$ cat config.mk
export PLATFORM = sky130hd
export DESIGN_NAME = multicycle_ctrl_flat
export DESIGN_NICKNAME = d
export VERILOG_FILES = /design/src/rtl/cpu_pkg.sv /design/src/rtl/multicycle_ctrl_if.sv /design/src/rtl/ctrl_decode.sv /design/src/rtl/multicycle_ctrl.sv /design/src/flat_wrapper.sv
export SDC_FILE = /design/constraint.sdc
export NUM_CORES = 1
export LEC_CHECK = 0
export CORE_MARGIN = 3
export CORE_UTILIZATION = 30
export DETAILED_ROUTE_END_ITERATION = 8
export PLACE_DENSITY = 0.64
export RECOVER_POWER = 25
export SLEW_MARGIN = 40
export SYNTH_ARGS = -nofsm -noshare
export SYNTH_HDL_FRONTEND = slang
export SYNTH_SLANG_ARGS = --single-unit
$ cat constraint.sdc
create_clock -name CLK -period 2.5 [get_ports CLK]
set_input_delay 0.625 -clock CLK [delete_from_list [all_inputs] [get_ports CLK]]
set_output_delay 0.625 -clock CLK [all_outputs]
set_load 0.005 [all_outputs]
$ cat src/rtl/cpu_pkg.sv
// cpu_pkg: shared state encoding, opcodes, ALU codes and control-vector type for the multicycle CPU
package cpu_pkg;
    localparam int OP_W    = 6;
    localparam int ALUOP_W = 3;
    typedef enum logic [2:0] {
        S_IF   = 3'd0,
        S_ID   = 3'd1,
        S_EXE  = 3'd2,
        S_MEM  = 3'd3,
        S_WB   = 3'd4,
        S_HALT = 3'd5
    } state_t;
    localparam logic [OP_W-1:0] OP_ADD   = 6'b000000;
    localparam logic [OP_W-1:0] OP_SUB   = 6'b000001;
    localparam logic [OP_W-1:0] OP_AND   = 6'b000010;
    localparam logic [OP_W-1:0] OP_OR    = 6'b000011;
    localparam logic [OP_W-1:0] OP_ADDIU = 6'b000100;
    localparam logic [OP_W-1:0] OP_ANDI  = 6'b000101;
    localparam logic [OP_W-1:0] OP_ORI   = 6'b000110;
    localparam logic [OP_W-1:0] OP_SLTI  = 6'b000111;
    localparam logic [OP_W-1:0] OP_SW    = 6'b100110;
    localparam logic [OP_W-1:0] OP_LW    = 6'b100111;
    localparam logic [OP_W-1:0] OP_BEQ   = 6'b110000;
    localparam logic [OP_W-1:0] OP_BNE   = 6'b110001;
    localparam logic [OP_W-1:0] OP_J     = 6'b111000;
    localparam logic [OP_W-1:0] OP_JR    = 6'b111001;
    localparam logic [OP_W-1:0] OP_JAL   = 6'b111010;
    localparam logic [OP_W-1:0] OP_HALT  = 6'b111111;
    localparam logic [ALUOP_W-1:0] ALU_ADD = 3'd0;
    localparam logic [ALUOP_W-1:0] ALU_SUB = 3'd1;
    localparam logic [ALUOP_W-1:0] ALU_AND = 3'd2;
    localparam logic [ALUOP_W-1:0] ALU_OR  = 3'd3;
    localparam logic [ALUOP_W-1:0] ALU_SLT = 3'd4;
    localparam logic [1:0] RD_RT = 2'd0;
    localparam logic [1:0] RD_RD = 2'd1;
    localparam logic [1:0] RD_RA = 2'd2;
    localparam logic [1:0] PC_INC = 2'd0;
    localparam logic [1:0] PC_BR  = 2'd1;
    localparam logic [1:0] PC_JMP = 2'd2;
    localparam logic [1:0] PC_RS  = 2'd3;
    // CL_JMP covers j/jr/jal and every unassigned opcode: all finish in ID
    typedef enum logic [2:0] {
        CL_RALU, CL_IALU, CL_LW, CL_SW, CL_BR, CL_JMP, CL_HALT
    } op_class_t;
    typedef struct packed {
        logic               pc_wre;
        logic               ir_wre;
        logic               reg_wre;
        logic               mem_rd;
        logic               mem_wr;
        logic               alu_src_b;
        logic               ext_sel;
        logic [ALUOP_W-1:0] alu_op;
        logic [1:0]         reg_dst;
        logic               wr_data_src;
        logic [1:0]         pc_src;
    } ctrl_t;
    function automatic op_class_t op_class(input logic [OP_W-1:0] op);
        return op inside {[OP_ADD:OP_OR]} ? CL_RALU :
               op inside {[OP_ADDIU:OP_SLTI]} ? CL_IALU :
               op == OP_LW ? CL_LW :
               op == OP_SW ? CL_SW :
               (op == OP_BEQ || op == OP_BNE) ? CL_BR :
               op == OP_HALT ? CL_HALT : CL_JMP;
    endfunction
    function automatic logic [ALUOP_W-1:0] alu_of(input logic [OP_W-1:0] op);
        return (op == OP_SUB || op == OP_BEQ || op == OP_BNE) ? ALU_SUB :
               (op == OP_AND || op == OP_ANDI) ? ALU_AND :
               (op == OP_OR || op == OP_ORI) ? ALU_OR :
               op == OP_SLTI ? ALU_SLT : ALU_ADD;
    endfunction
endpackage

$ cat src/rtl/multicycle_ctrl_if.sv
// multicycle_ctrl_if: controller <-> datapath bundle
//   opcode, zero           : datapath -> controller (IR[31:26], ALU zero flag)
//   state, halted          : controller status
//   pc_wre .. pc_src       : write enables and mux selects to the datapath
//   master = controller side, slave = datapath side
interface multicycle_ctrl_if;
    import cpu_pkg::*;
    logic [OP_W-1:0]    opcode;
    logic               zero;
    logic [2:0]         state;
    logic               pc_wre;
    logic               ir_wre;
    logic               reg_wre;
    logic               mem_rd;
    logic               mem_wr;
    logic               alu_src_b;
    logic               ext_sel;
    logic [ALUOP_W-1:0] alu_op;
    logic [1:0]         reg_dst;
    logic               wr_data_src;
    logic [1:0]         pc_src;
    logic               halted;
    modport master (
        input  opcode, zero,
        output state, pc_wre, ir_wre, reg_wre, mem_rd, mem_wr, alu_src_b,
               ext_sel, alu_op, reg_dst, wr_data_src, pc_src, halted
    );
    modport slave (
        output opcode, zero,
        input  state, pc_wre, ir_wre, reg_wre, mem_rd, mem_wr, alu_src_b,
               ext_sel, alu_op, reg_dst, wr_data_src, pc_src, halted
    );
endinterface

$ cat src/rtl/ctrl_decode.sv
// ctrl_decode: combinational (state, opcode, zero) -> datapath control vector
//   state  : current FSM state
//   opcode : IR opcode field
//   zero   : ALU zero flag (meaningful in EXE)
//   ctrl   : write enables and mux selects
module ctrl_decode
    import cpu_pkg::*;
(
    input  state_t          state,
    input  logic [OP_W-1:0] opcode,
    input  logic            zero,
    output ctrl_t           ctrl
);
    op_class_t cl;
    logic      act;
    logic      fin;
    logic      br;
    always_comb begin
        cl   = op_class(opcode);
        // opcode is not yet valid in IF, and HALT drives nothing
        act  = state inside {S_ID, S_EXE, S_MEM, S_WB};
        // last state of the instruction: the one that advances the PC
        fin  = (state == S_ID && cl == CL_JMP) || (state == S_EXE && cl == CL_BR) ||
               (state == S_MEM && cl == CL_SW) || state == S_WB;
        br   = (opcode == OP_BEQ && zero) || (opcode == OP_BNE && !zero);
        ctrl = '0;
        ctrl.ir_wre      = state == S_IF;
        ctrl.pc_wre      = fin;
        ctrl.reg_wre     = state == S_WB || (state == S_ID && opcode == OP_JAL);
        ctrl.mem_rd      = state == S_MEM && cl == CL_LW;
        ctrl.mem_wr      = state == S_MEM && cl == CL_SW;
        ctrl.alu_src_b   = act && cl inside {CL_IALU, CL_LW, CL_SW};
        ctrl.ext_sel     = act && opcode inside {OP_ADDIU, OP_SLTI, OP_LW, OP_SW, OP_BEQ, OP_BNE};
        ctrl.alu_op      = act ? alu_of(opcode) : ALU_ADD;
        ctrl.reg_dst     = !act ? RD_RT : cl == CL_RALU ? RD_RD : opcode == OP_JAL ? RD_RA : RD_RT;
        ctrl.wr_data_src = act && cl == CL_LW;
        ctrl.pc_src      = !fin ? PC_INC : br ? PC_BR :
                           (opcode == OP_J || opcode == OP_JAL) ? PC_JMP :
                           opcode == OP_JR ? PC_RS : PC_INC;
    end
endmodule

$ cat src/rtl/multicycle_ctrl.sv
// multicycle_ctrl: IF/ID/EXE/MEM/WB sequencer for the multicycle CPU datapath
//   CLK, RST  : clock, synchronous active-high reset
//   bus       : multicycle_ctrl_if.master (opcode/zero in, state/enables/selects out)
//   cycle_cnt, instr_cnt : performance counters, only with MULTICYCLE_CTRL_PERF_EN defined
module multicycle_ctrl
    import cpu_pkg::*;
(
    input  logic               CLK,
    input  logic               RST,
    multicycle_ctrl_if.master  bus
`ifdef MULTICYCLE_CTRL_PERF_EN
    ,
    output logic [31:0]        cycle_cnt,
    output logic [31:0]        instr_cnt
`endif
);
    state_t    state;
    state_t    next;
    op_class_t cl;
    ctrl_t     ctrl;
    ctrl_t     out;
    ctrl_decode u_decode (
        .state  (state),
        .opcode (bus.opcode),
        .zero   (bus.zero),
        .ctrl   (ctrl)
    );
    always_ff @(posedge CLK) begin
        state <= RST ? S_IF : next;
    end
    always_comb begin
        cl   = op_class(bus.opcode);
        next = S_IF;
        case (state)
            S_IF:   next = S_ID;
            S_ID:   next = cl == CL_HALT ? S_HALT : cl == CL_JMP ? S_IF : S_EXE;
            S_EXE:  next = (cl == CL_RALU || cl == CL_IALU) ? S_WB :
                           (cl == CL_LW || cl == CL_SW) ? S_MEM : S_IF;
            S_MEM:  next = cl == CL_LW ? S_WB : S_IF;
            S_HALT: next = S_HALT;
            default: next = S_IF;
        endcase
    end
    // reset cycle issues no enables, even mid-instruction
    assign out             = RST ? '0 : ctrl;
    assign bus.state       = state;
    assign bus.halted      = state == S_HALT;
    assign bus.pc_wre      = out.pc_wre;
    assign bus.ir_wre      = out.ir_wre;
    assign bus.reg_wre     = out.reg_wre;
    assign bus.mem_rd      = out.mem_rd;
    assign bus.mem_wr      = out.mem_wr;
    assign bus.alu_src_b   = out.alu_src_b;
    assign bus.ext_sel     = out.ext_sel;
    assign bus.alu_op      = out.alu_op;
    assign bus.reg_dst     = out.reg_dst;
    assign bus.wr_data_src = out.wr_data_src;
    assign bus.pc_src      = out.pc_src;
`ifdef MULTICYCLE_CTRL_PERF_EN
    always_ff @(posedge CLK) begin
        cycle_cnt <= RST ? '0 : cycle_cnt + 32'(state != S_HALT);
        instr_cnt <= RST ? '0 : instr_cnt + 32'(out.pc_wre);
    end
`endif
endmodule

$ cat src/flat_wrapper.sv
// flat-port wrapper written by rule: the top's interface ports become plain ports
module multicycle_ctrl_flat import cpu_pkg::*;
  (CLK, RST, bus_opcode, bus_zero, bus_state, bus_pc_wre, bus_ir_wre, bus_reg_wre, bus_mem_rd, bus_mem_wr, bus_alu_src_b, bus_ext_sel, bus_alu_op, bus_reg_dst, bus_wr_data_src, bus_pc_src, bus_halted);
  multicycle_ctrl_if bus_i ();
  input  logic CLK;
  input  logic RST;
  input wire logic [$bits(bus_i.opcode)-1:0] bus_opcode;
  input wire logic [$bits(bus_i.zero)-1:0] bus_zero;
  output wire logic [$bits(bus_i.state)-1:0] bus_state;
  output wire logic [$bits(bus_i.pc_wre)-1:0] bus_pc_wre;
  output wire logic [$bits(bus_i.ir_wre)-1:0] bus_ir_wre;
  output wire logic [$bits(bus_i.reg_wre)-1:0] bus_reg_wre;
  output wire logic [$bits(bus_i.mem_rd)-1:0] bus_mem_rd;
  output wire logic [$bits(bus_i.mem_wr)-1:0] bus_mem_wr;
  output wire logic [$bits(bus_i.alu_src_b)-1:0] bus_alu_src_b;
  output wire logic [$bits(bus_i.ext_sel)-1:0] bus_ext_sel;
  output wire logic [$bits(bus_i.alu_op)-1:0] bus_alu_op;
  output wire logic [$bits(bus_i.reg_dst)-1:0] bus_reg_dst;
  output wire logic [$bits(bus_i.wr_data_src)-1:0] bus_wr_data_src;
  output wire logic [$bits(bus_i.pc_src)-1:0] bus_pc_src;
  output wire logic [$bits(bus_i.halted)-1:0] bus_halted;
  assign bus_i.opcode = bus_opcode;
  assign bus_i.zero = bus_zero;
  assign bus_state = bus_i.state;
  assign bus_pc_wre = bus_i.pc_wre;
  assign bus_ir_wre = bus_i.ir_wre;
  assign bus_reg_wre = bus_i.reg_wre;
  assign bus_mem_rd = bus_i.mem_rd;
  assign bus_mem_wr = bus_i.mem_wr;
  assign bus_alu_src_b = bus_i.alu_src_b;
  assign bus_ext_sel = bus_i.ext_sel;
  assign bus_alu_op = bus_i.alu_op;
  assign bus_reg_dst = bus_i.reg_dst;
  assign bus_wr_data_src = bus_i.wr_data_src;
  assign bus_pc_src = bus_i.pc_src;
  assign bus_halted = bus_i.halted;
  multicycle_ctrl u_core (.CLK(CLK), .RST(RST), .bus(bus_i));
endmodule
# Word level (Yosys, flattened, before mapping)
# Cells that the tools add are included.
# Widths: inputs -> output; s select.
word_totals:
  register_bits: 3
  latchBits: 0
  ramBits: 0
  mem_bits_ro: 0
  word_cells: 87
  mem_count: 0
classes:
  addsub: 0
  n_mul: 0
  n_div: 0
  order_cmp: 4
  n_eq_ne: 26
  shift: 0
  mux: 25
  n_bitwise: 0
  reduce_logical: 31
op_table:
  columns: ["operator", "count"]
  rows:
  - ["$eq 6x6->1 const B", 8]
  - ["$mux 3", 13]
  - ["$eq 6x3->1 const B", 4]
  - ["$mux 2", 10]
  - ["$eq 3x3->1 const B", 5]
  - ["$mux 15", 1]
  - ["$pmux 3 s5", 1]
  - ["$logic_or 1x1->1", 13]
  - ["$eq 3x2->1 const B", 4]
  - ["$eq 6x2->1 const B", 2]
  - ["$logic_and 1x1->1", 12]
  - ["$eq 3x1->1 const B", 2]
  - ["$eq 6x1->1 const B", 1]
  - ["$ge 6x1->1 const B", 1]
  - ["$ge 6x3->1 const B", 1]
  - ["$le 6x2->1 const B", 1]
  - ["$le 6x3->1 const B", 1]
  - ["$logic_not 3->1", 2]
  - ["$reduce_bool 6->1", 1]
  - ["$reduce_bool 4->1", 1]
  - ["$reduce_bool 3->1", 1]
  - ["$logic_not 1->1", 1]

# Logic depth before layout (Yosys ltp)
# Gate-level depths: netlist of run 1.
logic_depth:
  word_depth: 14
  ltp_mapped: 6
  mapped_depth_nobuf: 5

# Modules after synthesis
# Synthesis of run 1 repeated with hierarchy kept, for this count alone.
hier_totals:
  cells_unflattened: 113
  area_unflattened_um2: 785.8
by_module_without_submodules:
  columns: ["module", "n_inst", "cells_each", "area_each_um2"]
  rows:
  - ["ctrl_decode", 1, 70, 475.5]
  - ["multicycle_ctrl", 1, 43, 310.3]

# Least setup slack after synthesis of run 1
# Ideal clock, no wire load.
synth_path:
  path_type: "input to output"
  startpoint: "input port bus_opcode[1]"
  endpoint: "output port bus_pc_src[0]"
  arrival_ps: 1823
  required_ps: 1875
  slack_ps: 52
  stages: 6
  path_cell_list: "buf_6 > nor4b_2 > a21oi_1 > a2111o_1 > and3_4 > nor3_2"
synth_via:
  elab_chain_cells: 14
  elab_cells_between_ends: 39
  classes_between: "order compare (4); eq/ne (11); mux (11); reduce/logical (13)"
synth_lines:
  columns: ["element", "line", "source"]
  rows:
  - ["from (decl)", "flat_wrapper.sv:7", "input wire logic [$bits(bus_i.opcode)-1:0] bus_opcode;"]
  - ["$eq 6x6->1, on equally long branches", "cpu_pkg.sv:64, cpu_pkg.sv:63, ctrl_decode.sv:25", null]
  - ["$mux 2 / $logic_or 1x1->1 (equally long branches)", "cpu_pkg.sv:64, cpu_pkg.sv:63", null]
  - ["$mux 3 (5 in series)", null, null]
  - ["$eq 3x3->1, on equally long branches", null, null]
  - ["$logic_and 1x1->1", "ctrl_decode.sv:23", "fin = (state == S_ID && cl == CL_JMP) || (state == S_EXE && cl == CL_BR) ||"]
  - ["$logic_or 1x1->1 (2 in series)", "ctrl_decode.sv:23", null]
  - ["$logic_or 1x1->1", "ctrl_decode.sv:24", "(state == S_MEM && cl == CL_SW) || state == S_WB;"]
  - ["$mux 2 *", "ctrl_decode.sv:37", "ctrl.pc_src = !fin ? PC_INC : br ? PC_BR :"]
  - ["$mux 15 *", "multicycle_ctrl.sv:45", "assign out = RST ? '0 : ctrl;"]
  - ["to (decl)", "flat_wrapper.sv:20", "output wire logic [$bits(bus_i.pc_src)-1:0] bus_pc_src;"]
# Every way passes the cells marked *; elsewhere a longest branch is shown, timed or not.

# Worst setup path in the final report of run 1
layout_path:
  startpoint: "input port bus_opcode[4]"
  endpoint: "output port bus_pc_src[0]"
# The elaborated chain is that of the path after synthesis.

==> flow_summary.ini, run 1 <==
[finish]
seq_area_um2 = 61.3
nFillCells = 213
nNetsFinal = 170
reg_top3 = u_core.bus.state: 3 flops
diodes = 0
area_growth_syn_to_layout_pct = 94.6
fin_cells = 187
largest_register_ffs = 3
top_register = u_core.bus.state
multi_input_area_um2 = 612
drive_gt1_share_pct = 50.0
utilization_pct = 63.9

[route]
drt_iter0_markers = 16
viasPerCell = 5.21
postRouteWirelength_mm = 2.66
drt-pass1-iter-count = 4
ant_nets = 0
wire_per_inst_um = 14.2
drc = 0
vias = 974

[setup_path]
start_kind = primary input
critPathMaxFanout = 6
crit_path_end_kind = primary output
rrSetupSlack_ps = 1180
crit_path_end = bus_pc_src[0]
r2r-end = u_core.bus.state[2]$_SDFF_PP0_
critical_path_class = primary input to primary output
setup.worst_path.start = bus_opcode[4]
rr_worst_depth = 6
arrival_ps = 1950
crit_required_ps = 1880
reg2reg_from = u_core.bus.state[1]$_SDFF_PP0_

[floorplanning]
die-area_um2 = 2840
die_h_um = 53.3
top_level_ports = 28
rows = 16
core_um2 = 2040
die_w_um = 53.3
initial_core_util_pct = 32.8

[clock_tree]
cts_tree = built
cts.clk_slew.worst_paths_ps = 40
root_buffer = clkbuf_4
cts.sinks = 3
cts_max_level = 1
clk_latency_ps = 230
cts_buffers = 3
clockBufferDepth = 2

[sta]
finalCritPeriodShare_pct = 103
max_freq_ghz = 0.388
tns_ps = -191
finalWorstSetupSlack_ps = -74.7
finalHoldViolations = 0
slew_violations = 0
fin_crit_ps = 2570
clock_skew_ps = 0.482
rsz0062_at_grt = true
setup_viol = 3
max-slew-margin-rel_pct = 67.4
worst_pin_slew_ps = 482

[global_route]
antenna_found_initial = 0
grtUsageMet1_pct = 23.5
met2_usage_pct = 39.4
grt_pass1_vias = 991
grt_pass1_wl_mm = 4.35
grt_start_max_net_pins = 10
grt.overflow.total = 0
top_usage_layer = met2
grt_util_met3_pct = 2.54
grt_use_total_pct = 20.5

[synthesis]
synth_nets = 105
synth_cells = 96
synth-seq-cells = 3
synth.avg_cell_area_um2 = 6.99
synth_area_leaders = dfxtp_1, nor2_1, buf_6, nand2b_1, a21oi_1
yosys.area.top_type_share_pct = 8.96
ys_warn_count = 0
yosys.area.top_type = dfxtp_1
synthDistinctLibCells = 39
netlist_area_um2 = 671
ys_seq_area_share_pct = 8.96

[min_path]
hold_class = flop to flop

[power_and_ir_drop]
power.density_nw_per_um2 = 227
leakagePower_uw = 0.000602
vdd_ir_drop_max_mv = 0.287

[placed_design]
dp_hpwl_mm = 1.90
pre_cts_slack_ps = -997
gp_congestion = 0.853
port-buffer-count = 27
dp.cells = 177

[status]
outcome = finished, violations left
failed_checks = negative setup slack

[flow_run]
cap_violations = 0
synth_stat cells (all sizes together):
cell	count
a211oi	2
or2	2
a2111o	1
nor4	3
nor2b	1
and3	4
a31oi	1
and4bb	1
nor2	12
nand3	5
dfxtp	3
nand2	8
xnor2	2
buf	7
nand3b	1
a41oi	2
o41a	1
clkbuf	2
nand4	1
a21oi	6
nor3b	1
o21bai	2
o21ba	1
nor4b	4
nor3	7
inv	3
a21o	2
and3b	1
o2111a	1
o21a	2
nand2b	5
xor2	2
placed cells by master, fill, tap and decap left out, types with 3 or more instances in the layout:
cell	synthesis	layout
buf_2	0	8
clkdlybuf4s50_1	0	4
buf_6	3	3
nor3_1	6	5
nand2_1	8	7
nand3_1	5	3
nand2b_1	5	5
dlygate4sd2_1	0	6
a21oi_1	6	5
nor4b_1	3	3
nor2_2	0	4
inv_1	3	3
buf_4	4	39
clkbuf_4	0	3
nor2_1	12	8
per-stage QoR:
step	total power (uW)	hold slack, ps	instance area, um^2
5_1_grt	315	660	1310
3_3_place_gp	187	588	1170
4_1_cts	294	598	1270
6_report	296	599	1310
2_1_floorplan	121	625	671
3_5_place_dp	189	585	1170
layer usage:
metal	part of all wire, %	wire length, um
met1	40	1050
met2	56	1490
met4	0.53	14
met5	0	0
met3	3.9	103
worst max-delay path: stages:
cell and delay, ps:
buf_8 110, buf_6 110, nor4_4 280, a21oi_2 70
a2111o_1 370, and3_4 170, nor3_2 90, buf_2 130
what timing repair did:
action / CTS / global route
resized for setup: 79 / 10
hold endpoints to repair: 0 / 0
hold buffers: 0 / 0
setup endpoints to repair: 16 / 8
pin swaps: 10 / 4
setup buffers: 4 / 2
power breakdown:
group          switching, uW  internal, uW
combinational           72.1          83.8
clock                   26.5          59.9
sequential              3.24          50.6
total                    102           194
worst min-delay path by stage:
stage                                   startpoint                              to  slack (ps)  cells past startpoint
CTS                 u_core.bus.state[2]$_SDFF_PP0_  u_core.bus.state[2]$_SDFF_PP0_         600                      2
global route        u_core.bus.state[2]$_SDFF_PP0_  u_core.bus.state[2]$_SDFF_PP0_         660                      2
global placement    u_core.bus.state[2]$_SDFF_PP0_  u_core.bus.state[2]$_SDFF_PP0_         590                      2
detailed placement  u_core.bus.state[2]$_SDFF_PP0_  u_core.bus.state[2]$_SDFF_PP0_         590                      2
finish              u_core.bus.state[2]$_SDFF_PP0_  u_core.bus.state[2]$_SDFF_PP0_         600                      2
floorplan           u_core.bus.state[1]$_SDFF_PP0_  u_core.bus.state[0]$_SDFF_PP0_         630                      2
final cells by class:
cell class                      instances  area share (%)
Clock buffer                            4            2.01
Inverter                                3           0.863
Timing Repair Buffer                   69            43.0
Tap cell                               27            2.59
Sequential cell                         3            4.70
Multi-Input combinational cell         81            46.9
logic make-up after synthesis:
logic type | count (synthesis) | synth area share (%)
xor gates and xnor gates | 4 | 5.22
buffers and inverters | 12 | 12.3
AOI/OAI and AO/OA | 21 | 24.3
and+or+nand+nor | 56 | 49.3
DFF | 3 | 8.96
No activity file was read; power rests on OpenSTA's default activity.
==> run 2: changes to the inputs <==
--- a/config.mk
+++ b/config.mk
@@ -10,6 +10,7 @@
 export DETAILED_ROUTE_END_ITERATION = 8
 export PLACE_DENSITY = 0.64
 export RECOVER_POWER = 25
+export REMOVE_ABC_BUFFERS = 1
 export SLEW_MARGIN = 40
 export SYNTH_ARGS = -nofsm -noshare
 export SYNTH_HDL_FRONTEND = slang
==> run 2 against run 1 <==
Against the previous run:
- the run still ends with negative setup slack left
- combinational power up 12%
- setup slack worse by 6.4 ps
- sequential share of layout area down 0.30 points
- core utilization up 2.9 points
- die area unchanged
- maximum frequency down 0.25%
- via count up 2.2%
==> flow_summary.ini, run 2 (synthesized netlist as in run 1, its figures left out) <==
[power_and_ir_drop]
power.density_nw_per_um2 = 227
leakagePower_uw = 0.000615
switching_power_uw = 104
sequentialPowerShare_pct = 16.8
p_sw_share_pct = 33.6
intPower_uw = 206
vdd_ir_drop_max_mv = 0.348
power_frac_clock_pct = 27.1
combPwrFrac_pct = 56.1

[setup_path]
critical_path_class = primary input to primary output
crit_required_ps = 1880
worst_path_largest_cell_delay_ps = 380
crit_path_end_kind = primary output
start_kind = primary input
slowest_stage = a2111o_1
crit_chain = buf_8 > buf_6 > nor4_4 > a21oi_2 > a2111o_1 > and3_4 > nor3_2 > buf_2
crit_buf_inv = 3
rr_worst_depth = 5
critPathMaxFanout = 5
path_delay_family = simple AND/OR/NAND/NOR gates
arrival_ps = 1960
cp.depth = 8

[finish]
final_cell_mix = buf_4, nor2_1, buf_6, buf_2, nand2_1
largest_register_ffs = 3
drive_gt1_share_pct = 54.3
seq_area_um2 = 60.1
utilization_pct = 66.9
top_register = u_core.bus.state
reg_top3 = u_core.bus.state: 3 flops
area_growth_syn_to_layout_pct = 104
final_common_cell = buf_4
nNetsFinal = 174
final_cell_area_um2 = 1370
diodes = 0
nFillCells = 184
multi_input_area_um2 = 637

[sta]
setup_viol = 3
max_freq_ghz = 0.387
finalCritPeriodShare_pct = 103
max-slew-margin-rel_pct = 73.5
finalHoldViolations = 0
rsz0062_at_grt = true
clock_skew_ps = 0.0190
slew_violations = 0
fin_crit_ps = 2580
finalWorstSetupSlack_ps = -81.1
worst_pin_slew_ps = 392

[global_route]
grt_start_max_net_pins = 12
antenna_found_initial = 0
grt.overflow.total = 0
grt_pass1_wl_mm = 4.34
grt_use_total_pct = 21.1
grt_pass1_vias = 1009

[route]
postRouteWirelength_mm = 2.72
viasPerCell = 5.21
wire_per_inst_um = 14.2
ant_nets = 0
drc = 0
drt_iter0_markers = 9
vias = 995
drt-pass1-iter-count = 4

[clock_tree]
cts_hold_buffers = 0
cts_tree = built
root_buffer = clkbuf_4
cts_buffers = 3
cts.clk_slew.worst_paths_ps = 40
cts_max_level = 1
cts.sinks = 3
clk_latency_ps = 230
clockBufferDepth = 2

[flow_run]
cap_violations = 0

[placed_design]
port-buffer-count = 27
gp_congestion = 0.871
placed_area_um2 = 1150
pre_cts_slack_ps = -961
dp_hpwl_mm = 1.85

[floorplanning]
top_level_ports = 28
initial_core_util_pct = 32.8
rows = 16
die_w_um = 53.3
die_h_um = 53.3
core_um2 = 2040
die-area_um2 = 2840

[status]
failed_checks = negative setup slack
outcome = finished, violations left

[min_path]
min_path_cells = 2
hold_class = flop to flop
-- run 2: cell count changes in the layout (fill, tap and decap cells not counted) --
cell	delta
dlymetal6s2s_1	-2
a211oi_1	-1
buf_6	+5
a21oi_1	-1
dfxtp_2	-1
nand2b_4	+1
nor4b_4	+1
clkdlybuf4s15_1	-1
a21oi_2	+1
nor4b_2	-1
a211oi_2	+1
dfxtp_1	+1
nand2b_1	-1
buf_4	+2
-- run 2: power groups by stage --
stage	logic, uW	clock network [uW]	registers (uW)
after floorplan	44.6	0	55.5
after global placement	133	0	52.9
after detailed placement	136	0	52.9
after CTS	164	89.2	52.2
after global routing	186	92.1	52.6
final	174	84.1	52.2
-- run 2: tightest hold or removal path, delay by kind of cell (launching register included) --
family	cells	cell delay, ps
and+or+nand+nor	1	60
buffers and inverters	1	160
DFF	1	310
-- run 2: per-stage QoR --
| step | total power, uW | hold slack [ps] | TNS [ps] | cells |
|---|---|---|---|---|
| 5_1_grt | 330 | 625 | -481 | 191 |
| 4_1_cts | 306 | 588 | -111 | 190 |
| 3_5_place_dp | 189 | 582 | -9690 | 174 |
| 6_report | 310 | 584 | -203 | 191 |
| 3_3_place_gp | 186 | 566 | -9370 | 174 |
| 2_1_floorplan | 100 | 584 | 0 | 87 |
-- run 2: layout make-up --
| class | instances | share of cell area (%) |
|---|---|---|
| Timing Repair Buffer | 73 | 43.7 |
| Clock buffer | 4 | 1.92 |
| Tap cell | 27 | 2.47 |
| Inverter | 3 | 0.825 |
| Sequential cell | 3 | 4.40 |
| Multi-Input combinational cell | 81 | 46.7 |
-- run 2: what timing repair did --
item	in CTS	in global routing
setup buffers	11	1
endpoints found under the setup margin	15	10
gates resized for setup	97	9
gates cloned	1	0
pin swaps	14	4
-- run 2: final timing paths --
| kind | startpoint | to | slack (ps) |
|---|---|---|---|
| setup / recovery | bus_opcode[4] | bus_pc_src[0] | -80 |
| hold / removal | u_core.bus.state[2]$_SDFF_PP0_ | u_core.bus.state[1]$_SDFF_PP0_ | 580 |
| setup reg to reg | u_core.bus.state[1]$_SDFF_PP0_ | u_core.bus.state[2]$_SDFF_PP0_ | 1190 |
| hold reg to reg | u_core.bus.state[2]$_SDFF_PP0_ | u_core.bus.state[1]$_SDFF_PP0_ | 580 |
-- run 2: routing by layer --
metal	wire length, um	GRT usage [%]
met5	0	0
met2	1380	36.9
met3	178	4.23
met1	1080	22.6
met4	76	13.6
==> run 3: changes to the inputs <==
--- a/config.mk
+++ b/config.mk
@@ -5,6 +5,7 @@
 export SDC_FILE = /design/constraint.sdc
 export NUM_CORES = 1
 export LEC_CHECK = 0
+export ABC_CLOCK_PERIOD_IN_PS = 2500
 export CORE_MARGIN = 3
 export CORE_UTILIZATION = 30
 export DETAILED_ROUTE_END_ITERATION = 8
==> results of run 3 <==
Same layout as run 2: the final DEF is identical, and so are final timing and power.
